## config.mk

```make
export PLATFORM = sky130hd
export DESIGN_NAME = alu_seq_flat
export DESIGN_NICKNAME = d
export VERILOG_FILES = /design/src/rtl/alu_seq_if.sv /design/src/rtl/alu_seq.sv /design/src/flat_wrapper.sv
export SDC_FILE = /design/constraint.sdc
export NUM_CORES = 1
export LEC_CHECK = 0
export BUFFER_PORTS_ARGS = -buffer_cell sky130_fd_sc_hd__buf_4
export CORE_UTILIZATION = 51
export DETAILED_ROUTE_END_ITERATION = 7
export PLACE_DENSITY = 0.84
export SLEW_MARGIN = 15
export SYNTH_ARGS = -nofsm -noshare
export SYNTH_HDL_FRONTEND = slang
export SYNTH_SLANG_ARGS = --single-unit
```

## constraint.sdc

```tcl
create_clock -name clk -period 4.6 [get_ports clk]
set_input_delay 0 -clock clk [delete_from_list [all_inputs] [get_ports clk]]
set_output_delay 0 -clock clk [all_outputs]
set_load 0.005 [all_outputs]
```

## src/rtl/alu_seq_if.sv

```systemverilog
// Command / ALU / result bundle for alu_seq. The DUT takes the slave view;
// whatever hosts the command source, the external ALU and the result sink takes the master view.
interface alu_seq_if;
  logic       cmd_valid;
  logic       cmd_ready;
  logic [2:0] cmd_op;
  logic [7:0] cmd_a;
  logic [7:0] cmd_b;
  logic       cmd_acc;
  logic [7:0] alu_a;
  logic [7:0] alu_b;
  logic [2:0] alu_op;
  logic [7:0] alu_out;
  logic       res_valid;
  logic       res_ready;
  logic [7:0] res_data;
  logic       res_zero;
  logic       res_err;

  modport master (
    output cmd_valid, cmd_op, cmd_a, cmd_b, cmd_acc, alu_out, res_ready,
    input  cmd_ready, alu_a, alu_b, alu_op, res_valid, res_data, res_zero, res_err
  );

  modport slave (
    input  cmd_valid, cmd_op, cmd_a, cmd_b, cmd_acc, alu_out, res_ready,
    output cmd_ready, alu_a, alu_b, alu_op, res_valid, res_data, res_zero, res_err
  );
endinterface

```

## src/rtl/alu_seq.sv

```systemverilog
// Sequencer that feeds an external combinational ALU and captures its result after EXEC_WAIT cycles.
// Optional accumulator operand enabled by defining ALU_SEQ_ACC_EN.
module alu_seq #(
  parameter int unsigned EXEC_WAIT = 1
) (
  input  logic       clk,
  input  logic       rst_n,
  alu_seq_if.slave   bus,
  output logic [1:0] dbg_state_o
);

  // Handshakes: a transfer happens on a rising edge where valid and ready are both 1;
  // cmd_ready is high only in IDLE, res_valid only in DONE, and both are flops.
  typedef enum logic [1:0] {
    IDLE = 2'd0,
    EXEC = 2'd1,
    DONE = 2'd2
  } state_e;

  localparam logic [3:0] WAIT_LD = 4'(EXEC_WAIT);

  state_e     state_q;
  logic [3:0] cnt_q;
  logic [7:0] alu_a_q;
  logic [7:0] alu_b_q;
  logic [2:0] alu_op_q;
  logic [7:0] res_data_q;
  logic       res_zero_q;
  logic       res_err_q;
  logic       ready_q;
  logic       valid_q;

  logic [7:0] a_sel_d;
  logic       capture_d;
  logic       illegal_d;
  logic [7:0] cap_data_d;

  assign capture_d  = (state_q == EXEC) && (cnt_q <= 4'd1);
  assign illegal_d  = (alu_op_q == 3'd7);
  assign cap_data_d = illegal_d ? 8'h00 : bus.alu_out;

`ifdef ALU_SEQ_ACC_EN
  logic [7:0] acc_q;

  assign a_sel_d = bus.cmd_acc ? acc_q : bus.cmd_a;

  // Illegal opcodes leave the running value untouched.
  always_ff @(posedge clk or negedge rst_n) begin
    if (!rst_n) begin
      acc_q <= 8'h00;
    end else if (capture_d && !illegal_d) begin
      acc_q <= cap_data_d;
    end
  end
`else
  logic unused_cmd_acc;

  assign unused_cmd_acc = bus.cmd_acc;
  assign a_sel_d        = bus.cmd_a;
`endif

  always_ff @(posedge clk or negedge rst_n) begin
    if (!rst_n) begin
      state_q    <= IDLE;
      cnt_q      <= 4'd0;
      alu_a_q    <= 8'h00;
      alu_b_q    <= 8'h00;
      alu_op_q   <= 3'd0;
      res_data_q <= 8'h00;
      res_zero_q <= 1'b0;
      res_err_q  <= 1'b0;
      ready_q    <= 1'b1;
      valid_q    <= 1'b0;
    end else begin
      case (state_q)
        IDLE: begin
          if (bus.cmd_valid) begin
            alu_a_q  <= a_sel_d;
            alu_b_q  <= bus.cmd_b;
            alu_op_q <= bus.cmd_op;
            cnt_q    <= WAIT_LD;
            state_q  <= EXEC;
            ready_q  <= 1'b0;
          end
        end
        EXEC: begin
          // The counter hits zero on the same edge that captures the ALU output.
          if (capture_d) begin
            cnt_q      <= 4'd0;
            res_data_q <= cap_data_d;
            res_zero_q <= (cap_data_d == 8'h00);
            res_err_q  <= illegal_d;
            state_q    <= DONE;
            valid_q    <= 1'b1;
          end else begin
            cnt_q <= cnt_q - 4'd1;
          end
        end
        DONE: begin
          if (bus.res_ready) begin
            state_q <= IDLE;
            valid_q <= 1'b0;
            ready_q <= 1'b1;
          end
        end
        default: begin
          state_q <= IDLE;
          valid_q <= 1'b0;
          ready_q <= 1'b1;
        end
      endcase
    end
  end

  assign bus.cmd_ready = ready_q;
  assign bus.res_valid = valid_q;
  assign bus.alu_a     = alu_a_q;
  assign bus.alu_b     = alu_b_q;
  assign bus.alu_op    = alu_op_q;
  assign bus.res_data  = res_data_q;
  assign bus.res_zero  = res_zero_q;
  assign bus.res_err   = res_err_q;
  assign dbg_state_o   = state_q;

endmodule

```

## src/flat_wrapper.sv

```systemverilog
// flat-port wrapper written by rule: the top's interface ports become plain ports
module alu_seq_flat 
#(
  parameter int unsigned EXEC_WAIT = 1
)
  (clk, rst_n, dbg_state_o, bus_cmd_valid, bus_cmd_op, bus_cmd_a, bus_cmd_b, bus_cmd_acc, bus_alu_out, bus_res_ready, bus_cmd_ready, bus_alu_a, bus_alu_b, bus_alu_op, bus_res_valid, bus_res_data, bus_res_zero, bus_res_err);
  alu_seq_if bus_i ();
  input  logic clk;
  input  logic rst_n;
  output logic [1:0] dbg_state_o;
  input wire logic [$bits(bus_i.cmd_valid)-1:0] bus_cmd_valid;
  input wire logic [$bits(bus_i.cmd_op)-1:0] bus_cmd_op;
  input wire logic [$bits(bus_i.cmd_a)-1:0] bus_cmd_a;
  input wire logic [$bits(bus_i.cmd_b)-1:0] bus_cmd_b;
  input wire logic [$bits(bus_i.cmd_acc)-1:0] bus_cmd_acc;
  input wire logic [$bits(bus_i.alu_out)-1:0] bus_alu_out;
  input wire logic [$bits(bus_i.res_ready)-1:0] bus_res_ready;
  output wire logic [$bits(bus_i.cmd_ready)-1:0] bus_cmd_ready;
  output wire logic [$bits(bus_i.alu_a)-1:0] bus_alu_a;
  output wire logic [$bits(bus_i.alu_b)-1:0] bus_alu_b;
  output wire logic [$bits(bus_i.alu_op)-1:0] bus_alu_op;
  output wire logic [$bits(bus_i.res_valid)-1:0] bus_res_valid;
  output wire logic [$bits(bus_i.res_data)-1:0] bus_res_data;
  output wire logic [$bits(bus_i.res_zero)-1:0] bus_res_zero;
  output wire logic [$bits(bus_i.res_err)-1:0] bus_res_err;
  assign bus_i.cmd_valid = bus_cmd_valid;
  assign bus_i.cmd_op = bus_cmd_op;
  assign bus_i.cmd_a = bus_cmd_a;
  assign bus_i.cmd_b = bus_cmd_b;
  assign bus_i.cmd_acc = bus_cmd_acc;
  assign bus_i.alu_out = bus_alu_out;
  assign bus_i.res_ready = bus_res_ready;
  assign bus_cmd_ready = bus_i.cmd_ready;
  assign bus_alu_a = bus_i.alu_a;
  assign bus_alu_b = bus_i.alu_b;
  assign bus_alu_op = bus_i.alu_op;
  assign bus_res_valid = bus_i.res_valid;
  assign bus_res_data = bus_i.res_data;
  assign bus_res_zero = bus_i.res_zero;
  assign bus_res_err = bus_i.res_err;
  alu_seq #(.EXEC_WAIT(EXEC_WAIT)) u_core (.clk(clk), .rst_n(rst_n), .bus(bus_i), .dbg_state_o(dbg_state_o));
endmodule
```

==> run_results.csv <==
group,metric,value,unit
clock_network,cts_resized,0,
layout,multi_input_area,584,sq um
route,detail-route-antenna-nets,0,
global_route,grt_use_total,31.8,%
sta,rsz0062_at_grt,"no",
hold_path,hold_path.class,"in -> async",
route,totalWireLength,4790,microns
layout,nNetsFinal,257,
die,core-area,2850,sq um
worst_setup_path,max_stage_delay,0.78,ns
die,start_util,55.4,%
route,first_iter_violations,77,
worst_setup_path,worstPathRequired,4.87,ns
global_route,grt_max_degree,38,
clock_network,cts_tree,"yes",
sta,tightest_slew,0.959,ns
clock_network,clock-root-buffer,"clkbuf_4",
clock_network,clkSlewWorstSetupHoldPaths,0.12,ns
yosys,synth-seq-area-share,58.6,%
worst_setup_path,reg2reg_slack,2.42,ns
sta,fin_crit,2.18,ns
die,die_h,57.7,microns
sta,max_slew_margin,35.8,%
clock_network,cts_sinks,37,
layout,drive_gt1_share,43.0,%
global_route,grt_antenna_before_repair,0,
placed_design,portBuffers,63,
worst_setup_path,r2r_start,"u_core.cnt_q[0]",
sta,hold_viol,0,
clock_network,cts.htree.levels,2,
global_route,grt_pass1_vias,1559,
clock_network,cts_buffer_depth,2,
route,first_pass_iters,7,
flow_run,drv_cap,0,
sta,drv_slew,0,
worst_setup_path,worstPathMaxFanout,13,
layout,area_growth,54.0,%
layout,layout_commonest_cell,"buf_4",
power,power_leakage,1.19,nW
power,power.density,612,nW/um^2
worst_setup_path,worstPathArrival,2.45,ns
route,vias,1378,
yosys,ys_ff_latch,37,
yosys,syn-instance-count,125,
yosys,ys_warn_count,0,
layout,num-fill-cells,133,
global_route,grt.overflow.total,0,
worst_setup_path,r2r.worst_path.cells,5,
placed_design,gp_congestion,0.748,
worst_setup_path,cpMaxStageDelayCell,"nor4b_4",
route,highest_layer,"met4",
sta,hold_slack,0.107,ns
sta,max_freq,459,MHz
power,ir_worst_vdd,0.000372,V
route,routed-wl-met3,228,microns
route,wl_met1,1810,microns
worst_setup_path,critical_path_class,"reg -> reg",
worst_setup_path,cp_cell_sequence,"inv_1 -> ha_1 -> or2_2 -> nor4b_4 -> mux2_2",
sta,finClkSkew,0.00954,ns
route,viasPerCell,5.43,
route,wl_met2,2630,microns
worst_setup_path,worstReg2RegEnd,"u_core.bus.res_zero",
yosys,netlist_area,1580,sq um
die,io_pins,65,
route,route.detailed.drc,2,
layout,final_cell_mix,"buf_4 (64), dfrtp_1 (36), dlygate4sd3_1 (30)",
die,die-width,57.7,microns
global_route,grt_pass1_wl,7560,microns
sta,tns,0,ns
route,wl_per_cell,18.9,microns
status,status,"finished with violations",
sta,finalSetupViolations,0,
yosys,synth_cell_types,27,
layout,num_antenna_cells,0,
clock_network,clock_latency,0.37,ns
sta,fin_crit_sh,47.4,%
worst_setup_path,critPathLaunchType,"flop",
die,die_area,3330,sq um
yosys,postSynthAreaPerCell,12.7,sq um
placed_design,dp_hpwl,2430,microns
yosys,synth_nets,159,
die,rows,19,
layout,seqCellArea,927,sq um
layout,finalCoreUtilization,85.4,%
worst_setup_path,crit_path_end_kind,"flop",
status,violations,"DRC",
clock_network,cts_buffers,5,
-- per-stage QoR --
stage          total power, mW  setup slack [ns]  area, sq um  std cells
2_1_floorplan            0.922              3.12         1580        125
3_3_place_gp              1.19              2.58         2080        217
3_5_place_dp              1.24              2.48         2080        217
4_1_cts                   1.43              2.48         2430        254
5_1_grt                   1.57              2.32         2430        254
6_report                  1.49              2.42         2430        254
-- power breakdown --
part,internal (mW),switching [mW]
Sequential,0.485,0.129
Combinational,0.396,0.294
Clock,0.0722,0.114
-- worst max-delay path: cells and delay by family, from the launching register on --
family / cells / cell delay [ns]
adder cells (fa/ha/maj): 1 / 0.17
multiplexers: 1 / 0.42
AND/OR/NAND/NOR: 2 / 0.92
buffers and inverters: 1 / 0.11
flip-flops: 1 / 0.44
-- layout make-up --
type	count	share of cell area [%]
multi-input cells	72	24.0
inverters	13	2.00
well taps	31	1.59
flip-flops and latches	37	38.1
repair buffers	94	32.1
clock buffers	7	2.26
-- cells by family after synthesis --
family                     Yosys count  share of synthesized area, %
and+or+nand+nor                     28                          9.97
muxes                               29                          19.9
buffers and inverters               16                          4.75
DFF                                 37                          58.6
adders and majority gates            2                          1.58
AOI/OAI and AO/OA                   12                          4.59
xor gates and xnor gates             1                         0.554
-- Yosys cell counts --
library cell,number,area share (%)
a211oi_1,1,0.47
a21o_1,1,0.47
a21oi_1,2,0.63
a31oi_1,1,0.40
buf_4,2,0.95
buf_6,1,0.71
dfrtp_1,36,57
dfstp_2,1,1.7
ha_1,2,1.6
inv_1,13,3.1
mux2_2,20,14
mux2i_1,9,5.7
nand2_1,12,2.8
nand2b_1,2,0.79
nand2b_2,1,0.55
nand3_1,1,0.32
nor2_1,3,0.71
nor3_1,2,0.63
nor3b_1,1,0.47
nor4b_4,1,1.5
o21ai_0,5,1.6
o21bai_1,1,0.47
o22a_1,1,0.55
or2_2,2,0.79
or3_1,1,0.40
or4_1,2,0.95
xnor2_1,1,0.55
-- per-layer routing --
layer	global-route usage [%]	vias up
li1	-	615
met1	35.6	703
met2	57.5	46
met3	9.60	14
met4	11.2	0
met5	0	-
-- how the worst max path moves through the flow --
| stage | from | depth (start not counted) | endpoint |
|---|---|---|---|
| floorplan | u_core.cnt_q[0] | 5 | u_core.bus.res_zero |
| global route | u_core.cnt_q[0] | 5 | u_core.bus.res_zero |
| detailed placement | u_core.cnt_q[0] | 5 | u_core.bus.res_zero |
| finish | u_core.cnt_q[0] | 5 | u_core.bus.res_zero |
| global placement | u_core.cnt_q[0] | 5 | u_core.bus.res_zero |
| CTS | u_core.cnt_q[0] | 5 | u_core.bus.res_zero |
-- state kept, by name, summed over array words and instances, names as in the netlist --
register and flops:
u_core.bus.res_zero 1, u_core.bus.res_valid 1, u_core.cnt_q 4, u_core.bus.res_data 8, u_core.bus.res_err 1, u_core.bus.cmd_ready 1
u_core.dbg_state_o 2, u_core.bus.alu_a 8, u_core.bus.alu_b 8, u_core.bus.alu_op 3
-- timing repair --
| item | 4_1_cts | 5_1_grt |
|---|---|---|
| setup buffers | 0 | 0 |
| hold buffers | 30 | 0 |
| hold endpoints to repair | 66 | 0 |
Power figures use the tool's default switching activity.
